==> src/rtl/seg7_pkg.sv <==
// Shared font table, dark-segment constant and polarity helper for the
// seven-segment scan driver.
package seg7_pkg;

    // Active-high {a,b,c,d,e,f,g} patterns for hex digits 0..F.
    localparam logic [6:0] SEG_FONT [16] = '{
        7'b1111110, 7'b0110000, 7'b1101101, 7'b1111001,
        7'b0110011, 7'b1011011, 7'b1011111, 7'b1110000,
        7'b1111111, 7'b1110011, 7'b1110111, 7'b0011111,
        7'b1001110, 7'b0111101, 7'b1001111, 7'b1000111
    };

    localparam logic [6:0] SEG_DARK = 7'b0000000;

    function automatic logic [6:0] seg_polarity(input logic [6:0] seg, input logic active_low);
        return active_low ? ~seg : seg;
    endfunction

endpackage

==> src/rtl/seg7_font.sv <==
// Combinational hex nibble to seven-segment lookup with pin polarity applied.
module seg7_font
    import seg7_pkg::*;
#(
    parameter bit SEG_ACTIVE_LOW = 1'b1
) (
    input  logic [3:0] nibble,
    output logic [6:0] seg
);

    always_comb begin
        seg = seg_polarity(SEG_FONT[nibble], SEG_ACTIVE_LOW);
    end

endmodule

==> src/rtl/seg7_scan_driver.sv <==
// Time-multiplexed N-digit seven-segment driver with dead-time blanking,
// leading-zero suppression and frame-synchronous (tear-free) updates.
module seg7_scan_driver
    import seg7_pkg::*;
#(
    parameter int unsigned NUM_DIGITS     = 4,
    parameter int unsigned REFRESH_DIV    = 50000,
    parameter int unsigned BLANK_CYCLES   = 2,
    parameter bit          SEG_ACTIVE_LOW = 1'b1,
    parameter bit          AN_ACTIVE_LOW  = 1'b1,
    localparam int unsigned IDX_W = (NUM_DIGITS > 1) ? $clog2(NUM_DIGITS) : 1
) (
    input  logic                    clk,
    input  logic                    rst_n,
    input  logic [4*NUM_DIGITS-1:0] digits_in,
    input  logic [NUM_DIGITS-1:0]   dp_in,
    input  logic [NUM_DIGITS-1:0]   blank_in,
    input  logic                    load,
    input  logic                    enable,
    input  logic                    lz_suppress,
    output logic [6:0]              seg_out,
    output logic                    dp_out,
    output logic [NUM_DIGITS-1:0]   an_out,
    output logic [IDX_W-1:0]        scan_idx,
    output logic                    frame_done
);

    localparam int unsigned CNT_W = (REFRESH_DIV > 1) ? $clog2(REFRESH_DIV) : 1;

    localparam logic [CNT_W-1:0]      CNT_LAST  = CNT_W'(REFRESH_DIV - 1);
    localparam logic [CNT_W-1:0]      BLANK_END = CNT_W'(BLANK_CYCLES);
    localparam logic [IDX_W-1:0]      IDX_LAST  = IDX_W'(NUM_DIGITS - 1);
    localparam logic [6:0]            SEG_OFF   = seg_polarity(SEG_DARK, SEG_ACTIVE_LOW);
    localparam logic [NUM_DIGITS-1:0] AN_OFF    = {NUM_DIGITS{AN_ACTIVE_LOW}};

    // Scan position
    logic [CNT_W-1:0] cnt_q, cnt_d;
    logic [IDX_W-1:0] idx_q, idx_d;
    logic             slot_end;
    logic             frame_end;

    // Pending (written by load) and display (used by the scan) banks
    logic [NUM_DIGITS-1:0][3:0] digits_arr;
    logic [NUM_DIGITS-1:0][3:0] pend_digits_q, pend_digits_d;
    logic [NUM_DIGITS-1:0]      pend_dp_q, pend_dp_d;
    logic [NUM_DIGITS-1:0]      pend_blank_q, pend_blank_d;
    logic                       pend_valid_q, pend_valid_d;
    logic [NUM_DIGITS-1:0][3:0] disp_digits_q, disp_digits_d;
    logic [NUM_DIGITS-1:0]      disp_dp_q, disp_dp_d;
    logic [NUM_DIGITS-1:0]      disp_blank_q, disp_blank_d;

    // Output path
    logic [NUM_DIGITS-1:0] lead_zero;
    logic                  higher_clear;
    logic [3:0]            cur_nibble;
    logic [6:0]            font_seg;
    logic                  digit_dark;
    logic [NUM_DIGITS-1:0] an_onehot;
    logic [6:0]            seg_d;
    logic                  dp_d;
    logic [NUM_DIGITS-1:0] an_d;
    logic [IDX_W-1:0]      scan_idx_d;
    logic                  frame_done_d;

    assign digits_arr = digits_in;

    always_comb begin
        slot_end  = enable && (cnt_q == CNT_LAST);
        frame_end = slot_end && (idx_q == IDX_LAST);
    end

    always_comb begin
        cnt_d = cnt_q;
        idx_d = idx_q;
        if (!enable) begin
            cnt_d = '0;
            idx_d = '0;
        end else if (slot_end) begin
            cnt_d = '0;
            idx_d = (idx_q == IDX_LAST) ? '0 : idx_q + IDX_W'(1);
        end else begin
            cnt_d = cnt_q + CNT_W'(1);
        end
    end

    // A load coinciding with the frame boundary bypasses the pending bank so
    // it shows in the very next frame instead of one frame later.
    always_comb begin
        pend_digits_d = pend_digits_q;
        pend_dp_d     = pend_dp_q;
        pend_blank_d  = pend_blank_q;
        pend_valid_d  = pend_valid_q;
        disp_digits_d = disp_digits_q;
        disp_dp_d     = disp_dp_q;
        disp_blank_d  = disp_blank_q;

        if (load) begin
            pend_digits_d = digits_arr;
            pend_dp_d     = dp_in;
            pend_blank_d  = blank_in;
            pend_valid_d  = 1'b1;
        end

        if (frame_end) begin
            if (load) begin
                disp_digits_d = digits_arr;
                disp_dp_d     = dp_in;
                disp_blank_d  = blank_in;
                pend_valid_d  = 1'b0;
            end else if (pend_valid_q) begin
                disp_digits_d = pend_digits_q;
                disp_dp_d     = pend_dp_q;
                disp_blank_d  = pend_blank_q;
                pend_valid_d  = 1'b0;
            end
        end
    end

    always_ff @(posedge clk or negedge rst_n) begin
        if (!rst_n) begin
            cnt_q         <= '0;
            idx_q         <= '0;
            pend_digits_q <= '0;
            pend_dp_q     <= '0;
            pend_blank_q  <= '0;
            pend_valid_q  <= 1'b0;
            disp_digits_q <= '0;
            disp_dp_q     <= '0;
            disp_blank_q  <= '0;
        end else begin
            cnt_q         <= cnt_d;
            idx_q         <= idx_d;
            pend_digits_q <= pend_digits_d;
            pend_dp_q     <= pend_dp_d;
            pend_blank_q  <= pend_blank_d;
            pend_valid_q  <= pend_valid_d;
            disp_digits_q <= disp_digits_d;
            disp_dp_q     <= disp_dp_d;
            disp_blank_q  <= disp_blank_d;
        end
    end

    // Walk from the most significant digit down; a zero stays "leading" while
    // every digit above it is zero or blanked. Digit 0 is always shown.
    always_comb begin
        lead_zero    = '0;
        higher_clear = 1'b1;
        for (int k = NUM_DIGITS - 1; k >= 0; k--) begin
            lead_zero[k] = (k != 0) && higher_clear && (disp_digits_q[k] == 4'h0);
            higher_clear = higher_clear && ((disp_digits_q[k] == 4'h0) || disp_blank_q[k]);
        end
    end

    assign cur_nibble = disp_digits_q[idx_q];

    seg7_font #(
        .SEG_ACTIVE_LOW(SEG_ACTIVE_LOW)
    ) u_font (
        .nibble(cur_nibble),
        .seg   (font_seg)
    );

    always_comb begin
        digit_dark = disp_blank_q[idx_q] || (lz_suppress && lead_zero[idx_q]);
        an_onehot  = '0;
        an_onehot[idx_q] = 1'b1;
    end

    always_comb begin
        seg_d        = SEG_OFF;
        dp_d         = SEG_ACTIVE_LOW;
        an_d         = AN_OFF;
        scan_idx_d   = '0;
        frame_done_d = 1'b0;
        if (enable) begin
            scan_idx_d   = idx_q;
            frame_done_d = frame_end;
            if (cnt_q >= BLANK_END) begin
                an_d = AN_ACTIVE_LOW ? ~an_onehot : an_onehot;
                if (!digit_dark) begin
                    seg_d = font_seg;
                    dp_d  = disp_dp_q[idx_q] ^ SEG_ACTIVE_LOW;
                end
            end
        end
    end

    always_ff @(posedge clk or negedge rst_n) begin
        if (!rst_n) begin
            seg_out    <= SEG_OFF;
            dp_out     <= SEG_ACTIVE_LOW;
            an_out     <= AN_OFF;
            scan_idx   <= '0;
            frame_done <= 1'b0;
        end else begin
            seg_out    <= seg_d;
            dp_out     <= dp_d;
            an_out     <= an_d;
            scan_idx   <= scan_idx_d;
            frame_done <= frame_done_d;
        end
    end

endmodule

==> config.mk <==
export PLATFORM = sky130hd
export DESIGN_NAME = seg7_scan_driver
export DESIGN_NICKNAME = d
export VERILOG_FILES = /design/src/rtl/seg7_pkg.sv /design/src/rtl/seg7_font.sv /design/src/rtl/seg7_scan_driver.sv
export SDC_FILE = /design/constraint.sdc
export NUM_CORES = 1
export LEC_CHECK = 0
export ABC_AREA = 0
export CAP_MARGIN = 40
export CORE_MARGIN = 2
export CORE_UTILIZATION = 40
export CTS_CLUSTER_SIZE = 10
export DETAILED_ROUTE_END_ITERATION = 8
export RECOVER_POWER = 100
export SYNTH_ARGS = -nofsm -noshare
export SYNTH_HDL_FRONTEND = slang
export SYNTH_HIERARCHICAL = 1
export SYNTH_SLANG_ARGS = --single-unit
==> constraint.sdc <==
create_clock -name clk -period 6.9 [get_ports clk]
set_input_delay 1.38 -clock clk [delete_from_list [all_inputs] [get_ports clk]]
set_output_delay 1.38 -clock clk [all_outputs]
set_load 0.01 [all_outputs]
==> impl_metrics.tcl, run 1 <==
set metrics [dict create \
    cts_sinks 82 \
    setup_viol 0 \
    dieArea_sq_um 9980 \
    synth_warnings 6 \
    final_antenna_net_count 0 \
    clk_path_buf_depth 2 \
    core_sq_um 8810 \
    synth_enable_flop_cells 0 \
    grt_use_total_pct 14.2 \
    ys_ff_latch 82 \
    drc 0 \
    hpwl_mm 4.44 \
    syn2layout_area_growth_pct 21.3 \
    io_buffers 43 \
    rsz0062_at_grt "false" \
    clkLatencyLatePin_ns 0.35 \
    netlist_area_sq_um 3680 \
    nFillCells 786 \
    fin_skew_ns 0.00964 \
    hold_path.class "flop to flop" \
    tns_ns 0 \
    p_total_uw 994 \
    final_cell_mix "dfrtp_1 (70), mux2_2 (31), nor2_1 (27)" \
    post-place-cells 428 \
    antenna_cells 0 \
    final_common_cell "dfrtp_1" \
    grt_start_max_net_pins 64 \
    routed_wl_mm 6.40 \
    relSlewSlack_pct 2.22 \
    status "finished clean" \
    antenna_found_initial 0 \
    holdBufCountCts 0 \
    fp.dieW_um 99.9 \
    initial_core_util_pct 41.8 \
    critPathKind "input pin to flop" \
    dr.pass1.iters 4 \
    crit_required_ns 7.13 \
    cts_resized 0 \
    cp.arrival_ns 4.65 \
    drv_slew 0 \
    peakVddDrop_uv 103 \
    post_cts_buffers 0 \
    period_needed_ns 4.42 \
    power.leakage_uw 0.00192 \
    drv_cap 0 \
    clkTransAtPathRegs_ns 0.08 \
    utilization_pct 50.7 \
    cts-root-buf "clkbuf_8" \
    fin_nets 371 \
    seq_area_frac_synth_pct 56.2 \
    max_freq_ghz 0.226 \
    startpoint_type "input pin" \
    boundaryPins 44 \
    stdcell_count 444 \
    overflow 0 \
    grt_pass1_wl_mm 11.0 \
    drt_iter0_markers 108 \
    worst_pin_slew_ns 1.47 \
    synthArstFlopShare_pct 100 \
    synthCells 285 \
    fin_crit_sh_pct 64.1 \
    synth-main-ff-cell "dfrtp_1" \
    worst-path-max-fanout 25 \
    fp-row-count 34 \
    vias 2189 \
    numCtsBuffers 9 \
    place_congestion 0.799 \
    worst_setup_path_end_kind "flop" \
    synth.avg_cell_area_sq_um 12.9 \
    drive_gt1_share_pct 20.2 \
    cts_tree "yes" \
    hold_ws_ns 0.488 \
    synthDistinctLibCells 42 \
    grt_pass1_vias 2254 \
    fp.dieH_um 99.9 \
    p_per_area_nw_per_um2 223 \
    wire_per_inst_um 14.4 \
    vias_per_cell 4.93 \
    htree_num_levels 3 \
    hold_violations 0 \
    synth_nets 325 \
]
-- worst paths after layout --
kind                                               from                            end  slack, ns  cells after the start
min in group asynchronous                         rst_n  pend_digits_q[14]$_DFFE_PN0P_       1.22                      1
max in group asynchronous                         rst_n            an_out[3]$_DFF_PN1_       4.79                      2
setup / recovery                                   load   disp_digits_q[6]$_DFFE_PN0P_       2.48                      6
hold / removal             pend_digits_q[9]$_DFFE_PN0P_   pend_digits_q[9]$_DFFE_PN0P_       0.49                      1
setup reg to reg                     cnt_q[7]$_DFF_PN0_   disp_digits_q[6]$_DFFE_PN0P_       3.79                      6
hold reg to reg            pend_digits_q[9]$_DFFE_PN0P_   pend_digits_q[9]$_DFFE_PN0P_       0.49                      1
-- power breakdown --
part           switching (uW)  internal (uW)
Sequential               5.07            503
Combinational            33.6           35.4
Clock                     174            242
-- through the flow --
step	setup WS [ns]	cell area (sq um)
6_report	2.48	4460
5_1_grt	2.11	4460
4_1_cts	3.86	4480
3_5_place_dp	3.49	4240
3_3_place_gp	3.19	4180
2_1_floorplan	4.19	3680
-- cell type report --
cell class              instances  area (sq um)  share of cell area [%]
repair buffers                 46           483                    10.8
inverters                       6          22.5                   0.505
clock buffers                  10           128                    2.86
clock inverters                 6           115                    2.58
flip-flops and latches         82          2070                    46.3
multi-input cells             186          1510                    33.9
well taps                     108           135                    3.03
-- per-layer routing --
metal / GRT usage, % / vias to the layer above / wire length [um]
met1: 19.5 / 1067 / 3070
met4: 5.69 / 0 / 100
met2: 22.1 / 35 / 3010
met5: 0 / - / 0
met3: 2.92 / 9 / 223
li1: - / 1078 / -
-- sequential cells by signal, summed over array words and instances (netlist names), 2 cells and up --
name,cells
pend_digits_q,16
cnt_q,16
seg_out,7
disp_digits_q,16
an_out,4
disp_blank_q,4
scan_idx,2
disp_dp_q,4
pend_blank_q,4
pend_dp_q,4
idx_q,2
-- cell usage after synthesis (2+ instances only) --
cell	n	area share (%)
inv_1	6	0.61
xor2_1	7	1.7
a21oi_1	2	0.27
buf_6	3	0.92
nor2b_1	2	0.34
xnor2_1	7	1.7
dfrtp_1	70	48
nand3_1	6	0.82
o21a_1	2	0.41
mux4_2	6	3.7
mux2i_1	2	0.54
clkbuf_1	5	0.51
buf_2	2	0.27
nor2_1	27	2.8
nor4_1	3	0.51
dfstp_2	12	8.6
mux2_2	49	15
and2_1	3	0.51
ha_1	11	3.7
nor3_1	4	0.54
nand2_1	19	1.9
and3_1	4	0.68
o21ai_0	4	0.54
nand2b_1	8	1.4
nand4_1	2	0.34
o31ai_1	3	0.61
-- worst max-delay path: stages --
cell	delay, ns
dlygate4sd3_1	0.52
clkbuf_1	1.06
nor2_1	0.19
nor3_1	0.90
buf_16	0.24
mux2_2	0.35
-- kinds of logic after synthesis --
group / Yosys count / synth area share [%]
AND/OR/NAND/NOR: 85 / 11.4
multiplexers: 57 / 19.2
buffers and inverters: 17 / 2.41
AO/OA/AOI/OAI: 19 / 3.67
XOR/XNOR: 14 / 3.33
adder cells (fa/ha/maj): 11 / 3.74
flip-flops: 82 / 56.2
(Power assumes the default switching activity.)
==> run 2, diff against run 1 <==
clock period = 4.22 ns   (was 6.9 ns; I/O delays follow)
==> impl_metrics.tcl, run 2 (synthesis results as in run 1) <==
set metrics [dict create \
    period_needed_ns 2.90 \
    worst_setup_path_end_kind "flop" \
    hold_path.class "flop to flop" \
    drt_iter0_markers 97 \
    fin_nets 371 \
    fin_skew_ns 0.0131 \
    hold_violations 0 \
    antenna_cells 0 \
    syn2layout_area_growth_pct 19.4 \
    worst-path-max-fanout 14 \
    dr.pass1.iters 4 \
    drv_cap 0 \
    post_cts_buffers 0 \
    boundaryPins 44 \
    rsz0062_at_grt "false" \
    relSlewSlack_pct 3.93 \
    htree_num_levels 3 \
    grt_use_total_pct 14.9 \
    numCtsBuffers 9 \
    drv_slew 0 \
    clk_path_buf_depth 2 \
    fp.dieH_um 99.9 \
    fp.dieW_um 99.9 \
    final_antenna_net_count 0 \
    grt_pass1_vias 2320 \
    holdBufCountCts 0 \
    place_congestion 0.741 \
    fin_crit_sh_pct 68.6 \
    power.leakage_uw 0.00188 \
    routed_wl_mm 6.58 \
    utilization_pct 49.9 \
    drc 0 \
    setup_ws_ns 1.32 \
    tns_ns 0 \
    antenna_found_initial 0 \
    cp.arrival_ns 3.14 \
    cts-root-buf "clkbuf_8" \
    grt_pass1_wl_mm 11.5 \
    dieArea_sq_um 9980 \
    vias 2248 \
    critPathKind "input pin to flop" \
    core_sq_um 8810 \
    clkLatencyLatePin_ns 0.36 \
    drive_gt1_share_pct 20.5 \
    cts_resized 0 \
    setup_viol 0 \
    overflow 0 \
    startpoint_type "input pin" \
    max_freq_ghz 0.345 \
    clkTransAtPathRegs_ns 0.08 \
    post-place-ws_ns 1.29 \
    crit_required_ns 4.46 \
    cts_tree "yes" \
    final_cell_mix "dfrtp_1 (70), mux2_2 (30), nor2_1 (27)" \
    io_buffers 43 \
    final_common_cell "dfrtp_1" \
    worst_pin_slew_ns 1.44 \
    hpwl_mm 4.59 \
    status "finished clean" \
    peakVddDrop_uv 225 \
    fp-row-count 34 \
    vias_per_cell 5.06 \
    grt_start_max_net_pins 62 \
    p_per_area_nw_per_um2 346 \
    largestRegisters "cnt_q: 16 flops, disp_digits_q: 16 flops, pend_digits_q: 16 flops" \
    cts_sinks 82 \
    wire_per_inst_um 14.8 \
    initial_core_util_pct 41.8 \
]
run 2: cell types whose count changed in the layout (fill, tap and decap cells not counted), sizes merged:
| cell | change |
|---|---|
| clkinvlp | +2 |
| bufinv | -2 |
| clkinv | +1 |
| clkbuf | +1 |
| inv | -1 |
| buf | -1 |
run 2: area by class of cell:
| cell class | instances | area [sq um] |
|---|---|---|
| fillers | 805 | 4410 |
| flip-flops and latches | 82 | 2070 |
| multi-input cells | 186 | 1520 |
| repair buffers | 46 | 440 |
| clock buffers | 10 | 138 |
| well taps | 108 | 135 |
| clock inverters | 6 | 66.3 |
| inverters | 6 | 22.5 |
run 2: path summary, 6_finish.rpt:
| path | slack [ns] | to | cells after the start | start |
|---|---|---|---|---|
| worst min register to register | 0.47 | cnt_q[0]$_DFF_PN0_ | 1 | cnt_q[0]$_DFF_PN0_ |
| min in group asynchronous | 0.66 | pend_digits_q[14]$_DFFE_PN0P_ | 1 | rst_n |
| worst max register to register | 1.67 | disp_digits_q[5]$_DFFE_PN0P_ | 6 | cnt_q[10]$_DFF_PN0_ |
| worst max-delay path | 1.32 | disp_blank_q[2]$_DFFE_PN0P_ | 4 | load |
| max in group asynchronous | 1.57 | cnt_q[12]$_DFF_PN0_ | 2 | rst_n |
| worst min-delay path | 0.47 | cnt_q[0]$_DFF_PN0_ | 1 | cnt_q[0]$_DFF_PN0_ |
run 2: metrics by stage:
step           std cells  hold slack [ns]  cell area (sq um)  power (uW)
5_1_grt              444            0.512               4390        1590
2_1_floorplan        285            0.446               3680         897
3_5_place_dp         428            0.470               4220         973
3_3_place_gp         427            0.466               4190         969
4_1_cts              444            0.352               4420        1550
6_report             444            0.475               4390        1520
run 2: where the power goes:
group	switching (uW)	internal (uW)	total, uW	leakage (uW)
Combinational	55.2	54.9	110	0.000748
Clock	289	289	578	0.0000945
Sequential	8.02	823	831	0.00104
Total	352	1170	1520	0.00188
run 2: per-layer routing:
layer / wire length, um / vias up / global-route usage, % / part of all wire [%]
met1: 3090 / 1117 / 19.9 / 47
li1: - / 1071 / - / -
met4: 115 / 0 / 5.16 / 1.7
met3: 329 / 11 / 4.87 / 5.0
met5: 0 / - / 0 / 0
met2: 3050 / 49 / 22.9 / 46
run 2: critical path: stages:
cell	delay (ns)
dlygate4sd3_1	0.92
clkbuf_1	0.67
mux2_1	0.43
mux2_2	0.27
==> run 3, diff against run 2 <==
clock period = 2.9 ns   (was 4.22 ns; I/O delays follow)
==> impl_metrics.tcl, run 3 (synthesis results as in run 1) <==
set metrics [dict create \
    critPathMaxStageDelay_ns 1.00 \
    startpoint_type "input pin" \
    final_cell_mix "dfrtp_1 (70), mux2_2 (30), nor2_1 (27)" \
    grt_use_total_pct 15.2 \
    busiest_layer "met2" \
    reg2reg_to "disp_digits_q[10]$_DFFE_PN0P_" \
    final_antenna_net_count 0 \
    tns_ns 0 \
    swShare_pct 21.4 \
    cts-root-buf "clkbuf_8" \
    setup_viol 0 \
    largestRegisters "cnt_q: 16 flops, disp_digits_q: 16 flops, pend_digits_q: 16 flops" \
    cts_resized 0 \
    r2r_cells 6 \
    drc 0 \
    worstPathCellList "clkdlybuf4s50_1, clkbuf_1, mux2_1, mux2_2" \
    worst_pin_slew_ns 1.37 \
    initial_core_util_pct 41.8 \
    hold_ws_ns 0.467 \
    fp.dieH_um 99.9 \
    io_buffers 43 \
    critPathKind "input pin to flop" \
    numCtsBuffers 9 \
    vias_per_cell 5.05 \
    antenna_found_initial 0 \
    p_int_uw 1790 \
    cp.arrival_ns 2.80 \
    boundaryPins 44 \
    place_congestion 0.819 \
    cts_tree "yes" \
    fin_crit_sh_pct 88.6 \
    power.leakage_uw 0.00191 \
    holdBufCountCts 0 \
    grt_pass1_vias 2353 \
    worst_setup_path_end_kind "flop" \
    dieArea_sq_um 9980 \
    overflow 0 \
    htree_num_levels 3 \
    seqPwrFrac_pct 53.2 \
    clkLatencyLatePin_ns 0.36 \
    clk_path_buf_depth 2 \
    drv_cap 0 \
    syn2layout_area_growth_pct 20.6 \
    drt_iter0_markers 64 \
    dr.pass1.iters 4 \
    vias 2254 \
    clkTransAtPathRegs_ns 0.08 \
    grt_pass1_wl_mm 11.7 \
    p_switching_uw 486 \
    antenna_cells 0 \
    fp-row-count 34 \
    drv_slew 0 \
    fin_nets 373 \
    rsz0062_at_grt "false" \
    status "finished clean" \
    relSlewSlack_pct 8.64 \
    peakVddDrop_uv 285 \
    combPwrFrac_pct 7.3 \
    slowest_stage "clkbuf_1" \
    clock_power_share_pct 39.5 \
    final_common_cell "dfrtp_1" \
    grt_use_met1_pct 19.7 \
    drive_gt1_share_pct 19.8 \
    hold_path.class "input pin to async pin" \
    startpoint "load" \
    worst-path-max-fanout 24 \
    reg2reg_slack_ns 0.43 \
    routed_wl_mm 6.73 \
    max_freq_ghz 0.389 \
    post_cts_buffers 0 \
    crit_required_ns 3.13 \
    wire_per_inst_um 15.1 \
    core_sq_um 8810 \
    cts_sinks 82 \
    hpwl_mm 4.62 \
    hold_violations 0 \
    fin_skew_ns 0.0188 \
    period_needed_ns 2.57 \
    rr_startpoint "cnt_q[7]$_DFF_PN0_" \
    use_met2_pct 24.1 \
    p_per_area_nw_per_um2 513 \
    grt_use_met3_pct 3.55 \
    fp.dieW_um 99.9 \
    grt_start_max_net_pins 62 \
]
run 3: worst max-delay path by stage:
stage,end,depth (start not counted)
3_3_place_gp,disp_digits_q[10]$_DFFE_PN0P_,6
4_1_cts,disp_digits_q[10]$_DFFE_PN0P_,6
3_5_place_dp,disp_digits_q[10]$_DFFE_PN0P_,6
6_report,disp_digits_q[13]$_DFFE_PN0P_,4
2_1_floorplan,disp_blank_q[0]$_DFFE_PN0P_,7
5_1_grt,disp_digits_q[8]$_DFFE_PN0P_,4
run 3: critical path: cells and delay by family:
kind,cells,cell delay [ns]
buffers and inverters,2,1.48
muxes,2,0.71
run 3: per-layer routing:
metal  vias up  share of wire (%)
li1       1080                  -
met1      1125                 48
met2        43                 47
met3         6                3.5
met4         0                1.3
met5         -                  0
run 3: through the flow:
stage	util, %	worst slack [ns]	power (uW)	instances	cell area [sq um]
finish	50.4	0.331	2280	446	4440
CTS	50.5	0.423	2320	446	4450
detailed placement	48.1	0.469	1420	430	4230
global placement	47.8	0.518	1410	429	4210
floorplan	-	0.586	1310	285	3680
global route	50.4	0.189	2380	446	4440
run 3: area by class of cell:
cell class | instances | area (sq um)
Multi-Input combinational cell | 186 | 1520
Sequential cell | 82 | 2070
Clock inverter | 3 | 65.1
Clock buffer | 13 | 149
Inverter | 6 | 22.5
Timing Repair Buffer | 48 | 474
Tap cell | 108 | 135
Fill cell | 808 | 4370
run 3: power by group through the flow:
stage / clock network (uW) / registers, uW / logic, uW
floorplan: 0 / 1240 / 67.6
global placement: 0 / 1230 / 178
detailed placement: 0 / 1230 / 185
CTS: 921 / 1210 / 185
global route: 974 / 1220 / 188
finish: 900 / 1210 / 167
